[src/rtl/alu_sched_pkg.sv]
// Shared types and packet layout for the round-robin ALU scheduler.
package alu_sched_pkg;

   localparam int DATA_W  = 10;
   localparam int OPA_LSB = 0;
   localparam int OPB_LSB = 4;
   localparam int OP_LSB  = 8;

   typedef enum logic [1:0] {OP_ADD, OP_SUB, OP_MUL, OP_XOR} alu_op_e;
   typedef enum logic {S_IDLE, S_ISSUE} sched_state_e;

   // Round-robin candidate index: base + offset, wrapped into [0, n).
   function automatic int rr_index(input int base, input int offset, input int n);
      int sum;
      sum = base + offset;
      return (sum >= n) ? (sum - n) : sum;
   endfunction

endpackage

[src/rtl/alu_sched_tag_fifo.sv]
// In-order FIFO of requester IDs, one entry per command in flight through the ALU.
module sched_tag_fifo
   import alu_sched_pkg::*;
#(
   parameter int DEPTH = 8,
   parameter int W     = 2
) (
   input  logic                     clk_i,
   input  logic                     rst_ni,
   input  logic                     push_i,
   input  logic [W-1:0]             push_data_i,
   input  logic                     pop_i,
   output logic [W-1:0]             head_o,
   output logic [$clog2(DEPTH):0]   count_o,
   output logic                     full_o,
   output logic                     empty_o
);

   localparam int PW = $clog2(DEPTH);

   logic [W-1:0]  mem_q [DEPTH];
   logic [PW-1:0] wr_ptr_q, wr_ptr_d;
   logic [PW-1:0] rd_ptr_q, rd_ptr_d;
   logic [PW:0]   count_q, count_d;
   logic          do_push, do_pop;

   assign full_o  = (count_q == (PW+1)'(DEPTH));
   assign empty_o = (count_q == '0);
   assign count_o = count_q;
   assign head_o  = mem_q[rd_ptr_q];

   // Full is judged on the registered count, so a same-cycle pop never frees room.
   assign do_push = push_i && !full_o;
   assign do_pop  = pop_i && !empty_o;

   always_comb begin
      wr_ptr_d = wr_ptr_q;
      rd_ptr_d = rd_ptr_q;
      count_d  = count_q;
      if (do_push) wr_ptr_d = wr_ptr_q + 1'b1;
      if (do_pop)  rd_ptr_d = rd_ptr_q + 1'b1;
      case ({do_push, do_pop})
         2'b10:   count_d = count_q + 1'b1;
         2'b01:   count_d = count_q - 1'b1;
         default: count_d = count_q;
      endcase
   end

   always_ff @(posedge clk_i or negedge rst_ni) begin
      if (!rst_ni) begin
         wr_ptr_q <= '0;
         rd_ptr_q <= '0;
         count_q  <= '0;
      end else begin
         wr_ptr_q <= wr_ptr_d;
         rd_ptr_q <= rd_ptr_d;
         count_q  <= count_d;
      end
   end

   always_ff @(posedge clk_i) begin
      if (do_push) mem_q[wr_ptr_q] <= push_data_i;
   end

endmodule

[src/rtl/alu_sched.sv]
// Round-robin scheduler sharing one ALU pipeline between NUM_REQ requesters;
// results are steered back to their issuer via an in-order tag FIFO.
module alu_sched
   import alu_sched_pkg::*;
#(
   parameter int NUM_REQ   = 4,
   parameter int TAG_DEPTH = 8,
   parameter int DATA_W    = alu_sched_pkg::DATA_W
) (
   input  logic                      clk,
   input  logic                      reset,
   input  logic [NUM_REQ*DATA_W-1:0] req_wdata,
   input  logic [NUM_REQ-1:0]        req_wvalid,
   output logic [NUM_REQ-1:0]        req_wready,
   output logic [DATA_W-1:0]         rsp_rdata,
   output logic [NUM_REQ-1:0]        rsp_rvalid,
   input  logic [NUM_REQ-1:0]        rsp_rready,
   output logic [DATA_W-1:0]         alu_wdata,
   output logic                      alu_wvalid,
   input  logic                      alu_wready,
   input  logic [DATA_W-1:0]         alu_rdata,
   input  logic                      alu_rvalid,
   output logic                      alu_rready,
   output logic                      busy,
   output logic                      err_orphan
);

   localparam int IDW = $clog2(NUM_REQ);
   localparam int CW  = $clog2(TAG_DEPTH) + 1;

   sched_state_e      state_q, state_d;
   logic [DATA_W-1:0] slot_q, slot_d;
   logic [IDW-1:0]    last_grant_q, last_grant_d;
   logic              orphan_q, orphan_d;

   logic              slot_free;
   logic              can_grant;
   logic              grant_found;
   logic [IDW-1:0]    grant_idx;
   logic              accept;

   logic [IDW-1:0]    tag_head;
   logic [CW-1:0]     tag_count;
   logic              tag_full, tag_empty, tag_pop;

   // Slot frees up when empty or when the ALU FIFO takes its packet this cycle.
   assign slot_free = (state_q == S_IDLE) || alu_wready;
   // Gating with reset keeps req_wready low while reset is held.
   assign can_grant = reset && slot_free && !tag_full;
   assign accept    = can_grant && grant_found;

   always_comb begin
      grant_found = 1'b0;
      grant_idx   = last_grant_q;
      for (int k = 1; k <= NUM_REQ; k++) begin
         if (!grant_found && req_wvalid[rr_index(int'(last_grant_q), k, NUM_REQ)]) begin
            grant_found = 1'b1;
            grant_idx   = IDW'(rr_index(int'(last_grant_q), k, NUM_REQ));
         end
      end
   end

   always_comb begin
      req_wready = '0;
      if (accept) req_wready[grant_idx] = 1'b1;
   end

   always_comb begin
      state_d      = state_q;
      slot_d       = slot_q;
      last_grant_d = last_grant_q;
      alu_wvalid   = 1'b0;
      case (state_q)
         S_IDLE: begin
            if (accept) state_d = S_ISSUE;
         end
         S_ISSUE: begin
            alu_wvalid = 1'b1;
            if (alu_wready) state_d = accept ? S_ISSUE : S_IDLE;
         end
         default: state_d = S_IDLE;
      endcase
      if (accept) begin
         slot_d       = req_wdata[grant_idx*DATA_W +: DATA_W];
         last_grant_d = grant_idx;
      end
   end

   assign alu_wdata = slot_q;

   always_comb begin
      rsp_rvalid = '0;
      rsp_rdata  = '0;
      alu_rready = 1'b1;
      if (!tag_empty) begin
         rsp_rvalid[tag_head] = alu_rvalid;
         rsp_rdata            = alu_rdata;
         alu_rready           = rsp_rready[tag_head];
      end
   end

   assign tag_pop  = !tag_empty && alu_rvalid && alu_rready;
   assign orphan_d = orphan_q || (tag_empty && alu_rvalid);

   always_ff @(posedge clk or negedge reset) begin
      if (!reset) begin
         state_q      <= S_IDLE;
         slot_q       <= '0;
         last_grant_q <= IDW'(NUM_REQ - 1);
         orphan_q     <= 1'b0;
      end else begin
         state_q      <= state_d;
         slot_q       <= slot_d;
         last_grant_q <= last_grant_d;
         orphan_q     <= orphan_d;
      end
   end

   assign err_orphan = orphan_q;
   assign busy       = (state_q == S_ISSUE) || (tag_count != '0);

   sched_tag_fifo #(
      .DEPTH (TAG_DEPTH),
      .W     (IDW)
   ) u_tag_fifo (
      .clk_i       (clk),
      .rst_ni      (reset),
      .push_i      (accept),
      .push_data_i (grant_idx),
      .pop_i       (tag_pop),
      .head_o      (tag_head),
      .count_o     (tag_count),
      .full_o      (tag_full),
      .empty_o     (tag_empty)
   );

endmodule

[config.mk]
export PLATFORM = sky130hd
export DESIGN_NAME = alu_sched
export DESIGN_NICKNAME = d
export VERILOG_FILES = /design/src/rtl/alu_sched_pkg.sv /design/src/rtl/alu_sched_tag_fifo.sv /design/src/rtl/alu_sched.sv
export SDC_FILE = /design/constraint.sdc
export NUM_CORES = 1
export LEC_CHECK = 0
export ABC_AREA = 1
export CORE_UTILIZATION = 35
export CTS_CLUSTER_SIZE = 14
export DETAILED_ROUTE_END_ITERATION = 10
export DONT_BUFFER_PORTS = 1
export GPL_ROUTABILITY_DRIVEN = 0
export PLACE_DENSITY_LB_ADDON = 0.12
export SLEW_MARGIN = 25
export SYNTH_ARGS = -nofsm -noshare
export SYNTH_HDL_FRONTEND = slang
export SYNTH_SLANG_ARGS = --single-unit
[constraint.sdc]
create_clock -name clk -period 2.6 [get_ports clk]
set_input_delay 0.52 -clock clk [delete_from_list [all_inputs] [get_ports clk]]
set_output_delay 0.52 -clock clk [all_outputs]
set_load 0.02 [all_outputs]
Yosys cells after proc, flatten, opt, wreduce, memory -nomap -nowiden --
Memory sizes are Yosys's and may differ from the RTL's. Cells that the tools add are included.
Storage, ports and cells: bits in latches 0, memories kept 1, RAM bits 16, output and inout bits 32, memory bits (read-only) 0, bits in registers 24, input bits 62, word-level logic and storage cells 104
Memories:
- u_tag_fifo.mem_q | depth 8, width 2, rd ports 1, clocked after Yosys merged registers in 0, wr ports 1, line alu_sched_tag_fifo.sv:21 | logic [W-1:0] mem_q [DEPTH];
Operators by class: divide/modulo/power cells 0, multiply operators 1, $lt $le $gt $ge 12, bitwise gates (word level) 2, shift-type cells 1, eq/ne operators 3, add/sub/neg operators 12, mux-type cells 41, reduce and logical (&&, ||, !) cells 24
Operators by type and width (number):
- $lt 32x4->1 const B | 4
- $mux 32 | 4
- $shiftx 40x7->10 | 1
- $mux 1 | 21
- $logic_and 1x1->1 | 13
- $sub 3x3->4 const B | 3
- $bmux 1 s2 | 5
- $mux 10 | 1
- $ge 3x3->1 const B | 3
- $mux 2 | 4
- $mux 4 | 2
- $pmux 4 s2 | 1
- $add 2x2->3 const B | 2
- $add 3x1->3 const B | 2
- $lt 2x3->1 const B | 2
- $logic_not 1->1 | 5
- $mul 2x3->5 const B | 1
- $sub 4x3->5 const B | 1
- $add 2x3->4 const B | 1
- $add 4x1->4 const B | 1
- $and 4x4->4 | 1
- $demux 1 s2 | 2
- $eq 4x4->1 const B | 1
- $ge 2x1->1 const B | 2
- other kinds (11) | 13

Depth between registers and ports, before layout --
depth in word-level cells 21, depth in mapped cells 21, depth with buffers taken out 20

Hierarchy --
Synthesis repeated with hierarchy kept, for this count alone.
Second synthesis, totals: cells, all modules 382, area total of the unflattened synthesis 3026.7 sq um
Modules (own cells, without submodules):
- alu_sched | instances 1, cells an instance 232, area each 1682.9 sq um, sequential area each 352.8 sq um
- sched_tag_fifo | instances 1, cells an instance 150, area each 1343.8 sq um, sequential area each 730.7 sq um

Worst setup path after synthesis --
Ideal clock, no wire load.
path kind register to register, start register last_grant_q[0], end register u_tag_fifo.count_q[3] (netlist: u_tag_fifo.count_o[3]), arrival time 2.501 ns, stages on the path, launching flop included 21, path slack -0.023 ns, period minus slack after synthesis 2.623 ns, cells stage by stage dfstp_2 -> buf_6 -> inv_4 -> nand2_1 -> nand2_1 -> nand2_1 -> nand2_2 -> nor2_1 -> nand3_1 -> nand2_2 -> buf_6 -> buf_6 -> ha_1 -> ha_1 -> nand2_1 -> nor2_1 -> a211oi_1 -> nor2_1 -> nor2_1 -> nand2_1 -> xnor2_1
On the way: word-level cells in the longest chain between the ends 20
RTL lines:
- from (decl) | line alu_sched.sv:33 | logic [IDW-1:0] last_grant_q, last_grant_d;
- from (signal assigned) | line alu_sched.sv:109 | last_grant_q <= IDW'(NUM_REQ - 1);
- from (signal assigned) | line alu_sched.sv:114 | last_grant_q <= last_grant_d;
- $add 2x1->3 | line alu_sched_pkg.sv:15 | sum = base + offset;
- $sub 3x3->4 / $ge 3x3->1 (equally long branches)
- $mux 32
- $bmux 1 s2 | line alu_sched.sv:56 | if (!grant_found && req_wvalid[rr_index(int'(last_grant_q), k, NUM_REQ)]) begin
- $mux 1 (not written as such) (2 in series) | line alu_sched.sv:56
- $mux 1 | line alu_sched.sv:56
- $logic_not 1->1 | line alu_sched.sv:56
- $logic_and 1x1->1 | line alu_sched.sv:56
- [... 3 more ...]
- $mux 1 | line alu_sched.sv:56
- $logic_not 1->1 | line alu_sched.sv:56
- $logic_and 1x1->1 | line alu_sched.sv:56
- $mux 1 * | line alu_sched.sv:56
- $logic_and 1x1->1 * | line alu_sched.sv:50 | assign accept = can_grant && grant_found;
- $logic_and 1x1->1 * | line alu_sched_tag_fifo.sv:33 | assign do_push = push_i && !full_o;
- $eq 2x1->1 / $eq 2x2->1 (equally long branches) | line alu_sched_tag_fifo.sv:42 | case ({do_push, do_pop})
- $pmux 4 s2 / $reduce_bool 2->1 (equally long branches)
- to (signal assigned) | line alu_sched_tag_fifo.sv:57 | count_q <= count_d;
- to (decl) | line alu_sched_tag_fifo.sv:24 | logic [PW:0] count_q, count_d;
Every way passes the cells marked *; elsewhere a longest branch is shown, timed or not. The select of a mux whose other input is x is not followed. A chain may end at the register's enable or synchronous reset.

Final worst setup path --
start register last_grant_q[0], end output port req_wready[3]
On the way: word-level cells in the longest chain between the ends 21
RTL lines:
- $add 2x1->3 | line alu_sched_pkg.sv:15
- $sub 3x3->4 / $ge 3x3->1 (equally long branches) | line alu_sched_pkg.sv:16 | return (sum >= n) ? (sum - n) : sum;
- $mux 32 | line alu_sched_pkg.sv:16
- $bmux 1 s2 | line alu_sched.sv:56
- $mux 1 (not written as such) (2 in series) | line alu_sched.sv:56
- $mux 1 | line alu_sched.sv:56
- $logic_not 1->1 | line alu_sched.sv:56
- $logic_and 1x1->1 | line alu_sched.sv:56
- [... 4 more ...]
- $logic_not 1->1 | line alu_sched.sv:56
- $logic_and 1x1->1 | line alu_sched.sv:56
- $mux 2 | line alu_sched.sv:56
- $lt 2x3->1 (not written as such) / $ge 2x1->1 (equally long branches) | line alu_sched.sv:65 | if (accept) req_wready[grant_idx] = 1'b1;
- $logic_and 1x1->1 (not written as such) | line alu_sched.sv:65
- $mux 1 (not written as such) | line alu_sched.sv:65
- $demux 1 s2 | line alu_sched.sv:65
- $mux 4 * | line alu_sched.sv:65
- to (decl) | line alu_sched.sv:14 | output logic [NUM_REQ-1:0] req_wready,
Marks and branches as above.

==> results.md <==
* Status: complete, but fails checks
* Violations in the final reports: negative setup slack
* Final worst setup slack at -0.00274 ns
* Critical-path cell list: buf_6, nand2_1, nand2_2, nand2_1, nand2_2, nor2_2, nand3_2, nand2_4, buf_12, nor2_4, inv_2, nor2_4, buf_6
* NumNets Final at 467
* Routed wire length at approximately 6500 µm
* DRC Markers at 0
* Fraction of the mapped netlist area in compound gates at 0.0328
* Cell area after placement at 2840 µm²
* Leak Pwr at ~1.6 nW
* Clk Latency, worst-skew pair at 0.29 ns
* Largest net degree at the start of global routing at 23
* Kind of cell adding the most delay to the critical path: simple AND/OR/NAND/NOR gates
* Xor and xnor fraction of the mapped netlist area at 0.0169
* WL/cell at ~13 µm
* Number of flops mapped to enable cells by yosys at 16
* Antenna diode count at 0
* Slowest CP cell: sky130_fd_sc_hd__dfstp_2
* Max Cap Violations at 0
* Reg clk slew, reported paths at 0.08 ns
* Chip Width at 88.1 µm
* Initial antenna violation count at 0
* Cell area after layout at 3290 µm²
* Post-synth top flop: sky130_fd_sc_hd__dfrtp_1
* Cell type with the largest total area after synthesis: sky130_fd_sc_hd__dfrtp_1
* Design internal power at ~0.0027 W
* Area enclosed by the die boundary at 7770 µm²
* Residual antenna-violating net count after detailed routing at 0
* Count of pins over their slew limit at 0
* Final-layout worst hold slack at 0.0378 ns
* Final setup violating endpoints at 1
* Worst hold path type: in2async
* Clock network fraction of total power at 0.074
* Standard cell core area at 7210 µm²
* Cell with the most instances after synthesis: sky130_fd_sc_hd__nand2_1
* FF-to-FF Start: u_tag_fifo.rd_ptr_q[0]$_DFFE_PN0P_
* Layout cell share with drive strength beyond 1 at 0.285
* Critical Path Max Stage Delay at 0.61 ns
* Top cells by instance count after synthesis: sky130_fd_sc_hd__nand2_1, sky130_fd_sc_hd__nand3_1, sky130_fd_sc_hd__inv_1, sky130_fd_sc_hd__nor2_1, sky130_fd_sc_hd__dfrtp_1
* Total of warnings raised by yosys at 0
* Initial core utilization at 0.360
* Mapped cell area at 2600 µm²
* Type of origin of the critical path: flop
* Highest ir drop seen on vdd at about 0.84 mV
* Area delta synth->final at 26.5%
* Detailed Route Iter0 Violations at 46
* Level count of the clock H-tree at 2
* CP arrival at 2.08 ns
* Number of buffers inserted during clock tree synthesis at 5
* Power density over the cells at 1650 nW/µm²
* Vias in the first global route at about 2.2k
* Fmax achieved at 384 MHz
* Worst-case clock buffer depth at 2
* Worst Path Class, Setup: reg2out
* Total negative slack at -0.00274 ns
* Critical path required time at between 2 and 2.5 ns
* CTS Sinks at 40
* Routed vias at 2465
* Overall fraction of global-route tracks in use at 0.171
* RSZ-0062 raised after global routing: true
* Syn_nets at 427
* Clock tree root driver cell: sky130_fd_sc_hd__clkbuf_8
* CTS tree: built
* Top area cells in the synthesized netlist: sky130_fd_sc_hd__dfrtp_1, sky130_fd_sc_hd__nand2_1, sky130_fd_sc_hd__edfxtp_1
* IO Pins at 94
* Number of hold violations in the final report at 0
* Number of buffer and inverter stages on the critical path at 4
* Sequential element share of the synthesized area at 0.417
* Seq pwr share at 0.247
* DR vias/cell at just under 5
* Post-synthesis sequential element count at 40
* Relative max-transition margin at 0.740
* Switching Power at 0.00271 W
* Arithmetic-cell share of the synthesized area counting full adders, half adders and majority gates at 0.0318
* Count of different cell masters after synthesis at 31
* Main combinational cell family by area after synthesis: simple AND/OR/NAND/NOR gates
* Pre-CTS setup slack at -0.0381 ns
* Async set-or-reset flop fraction in the synthesized netlist at 0.600
* 1st-pass router iterations at 5
* Largest fanout on the critical path at 6
* Gate count after technology mapping at 359
* Fraction of synthesized cell area taken by the top area cell type at 0.212
* Fillers at 745
* Worst clock skew at 0.00870 ns
* Type of destination of the critical path: output pin
* Period utilisation layout at 1.00
* Post-synthesis mux area share at 0
* Critical Path Start: last_grant_q[0]$_DFFE_PN1P_
* Share of synthesized cell area in and, or, nand and nor gates at 0.404
* First-pass GRT wire length at 10100 µm
* Minimum clock period at 2.60 ns
* Switching Fraction at 0.500
* Number of standard-cell rows in the floorplan at 31
* Number of buffer cells added on primary ports at 0
* Avg Inst Size Synth at 7.24 µm²
* Remaining Overflow, GRT at 0
* Combinational cell fraction of total power at 0.679
* Die boundary height at 88.1 µm
* Transition time of the tightest slew-check pin at roughly 0.39 ns
* HPWL after detailed placement at about 4600 µm
## per-stage QoR
stage / total power, W / util / instances
after floorplan: 0.00354 / - / 359
after global placement: 0.00428 / 0.393 / 474
after detailed placement: 0.00430 / 0.393 / 474
after CTS: 0.00518 / 0.435 / 495
after global routing: 0.00591 / 0.455 / 499
final: 0.00542 / 0.455 / 499
## placed cells by master (no fill, tap or decap), types with 3 or more instances in the layout
| master | n |
|---|---|
| sky130_fd_sc_hd__a21oi_1 | 5 |
| sky130_fd_sc_hd__buf_4 | 39 |
| sky130_fd_sc_hd__buf_6 | 6 |
| sky130_fd_sc_hd__clkbuf_8 | 5 |
| sky130_fd_sc_hd__dfrtp_1 | 20 |
| sky130_fd_sc_hd__edfxtp_1 | 16 |
| sky130_fd_sc_hd__ha_4 | 3 |
| sky130_fd_sc_hd__inv_1 | 26 |
| sky130_fd_sc_hd__inv_2 | 5 |
| sky130_fd_sc_hd__inv_4 | 4 |
| sky130_fd_sc_hd__nand2_1 | 112 |
| sky130_fd_sc_hd__nand2_2 | 21 |
| sky130_fd_sc_hd__nand2_4 | 6 |
| sky130_fd_sc_hd__nand3_1 | 53 |
| sky130_fd_sc_hd__nand3_2 | 7 |
| sky130_fd_sc_hd__nor2_1 | 28 |
| sky130_fd_sc_hd__nor2_2 | 3 |
| sky130_fd_sc_hd__nor2_4 | 3 |
| sky130_fd_sc_hd__nor3_1 | 5 |
| sky130_fd_sc_hd__o21ai_0 | 7 |
| sky130_fd_sc_hd__xor2_1 | 3 |
## sequential cells by signal, indices dropped and copies added, names as in the netlist
| name | count |
|---|---|
| state_q | 1 |
| u_tag_fifo.count_o | 4 |
| u_tag_fifo.rd_ptr_q | 3 |
| u_tag_fifo.wr_ptr_q | 3 |
| last_grant_q | 2 |
| alu_wdata | 10 |
| err_orphan | 1 |
| u_tag_fifo.mem_q | 16 |
## power by group through the flow
stage / sequential, W / combinational, W / clock, W
global placement: 0.00136 / 0.00292 / 0
floorplan: 0.00126 / 0.00229 / 0
detailed placement: 0.00135 / 0.00295 / 0
finish: 0.00134 / 0.00368 / 0.000401
global route: 0.00137 / 0.00409 / 0.000440
CTS: 0.00133 / 0.00343 / 0.000418
## worst paths after layout
| kind | endpoint | slack [ns] | cells after the start |
|---|---|---|---|
| hold / removal | err_orphan$_DFF_PN0_ | 0.04 | 1 |
| setup / recovery | req_wready[3] | -0.003 | 13 |
| max in group asynchronous | u_tag_fifo.rd_ptr_q[0]$_DFFE_PN0P_ | 2.40 | 1 |
| hold reg to reg | u_tag_fifo.count_o[3]$_DFFE_PN0P_ | 0.53 | 1 |
| min in group clk | state_q$_DFF_PN0_ | 0.32 | 1 |
| setup reg to reg | u_tag_fifo.count_o[3]$_DFFE_PN0P_ | 0.05 | 19 |
## cell type report
type	instances	area [µm²]	share of cell area
flip-flops and latches	40	1090	0.331
clock buffers	7	76.3	0.0232
multi-input cells	270	1450	0.442
repair buffers	47	400	0.122
well taps	99	124	0.0377
inverters	35	141	0.0430
clock inverters	1	5.00	0.00152
## metal layers
layer  share of wire  vias to the layer above  global-route usage
met4           0.010                        0              0.0469
li1                -                     1224                   -
met1            0.42                     1137               0.198
met2            0.51                       97               0.319
met3           0.057                        7              0.0349
met5               0                        -                   0
## what timing repair did
action                     CTS  global route
pin swaps                   15            32
hold endpoints to repair    22             0
hold buffers                 1             0
setup buffers               12             4
setup endpoints to repair    5             7
resized for setup           35            34
## cell families after synthesis
| logic type | count (synthesis) |
|---|---|
| fa+ha+maj | 6 |
| simple gates | 243 |
| compound gates | 16 |
| flops | 40 |
| buf+inv | 49 |
| xor+xnor | 5 |
Power figures use the tool's default switching activity.
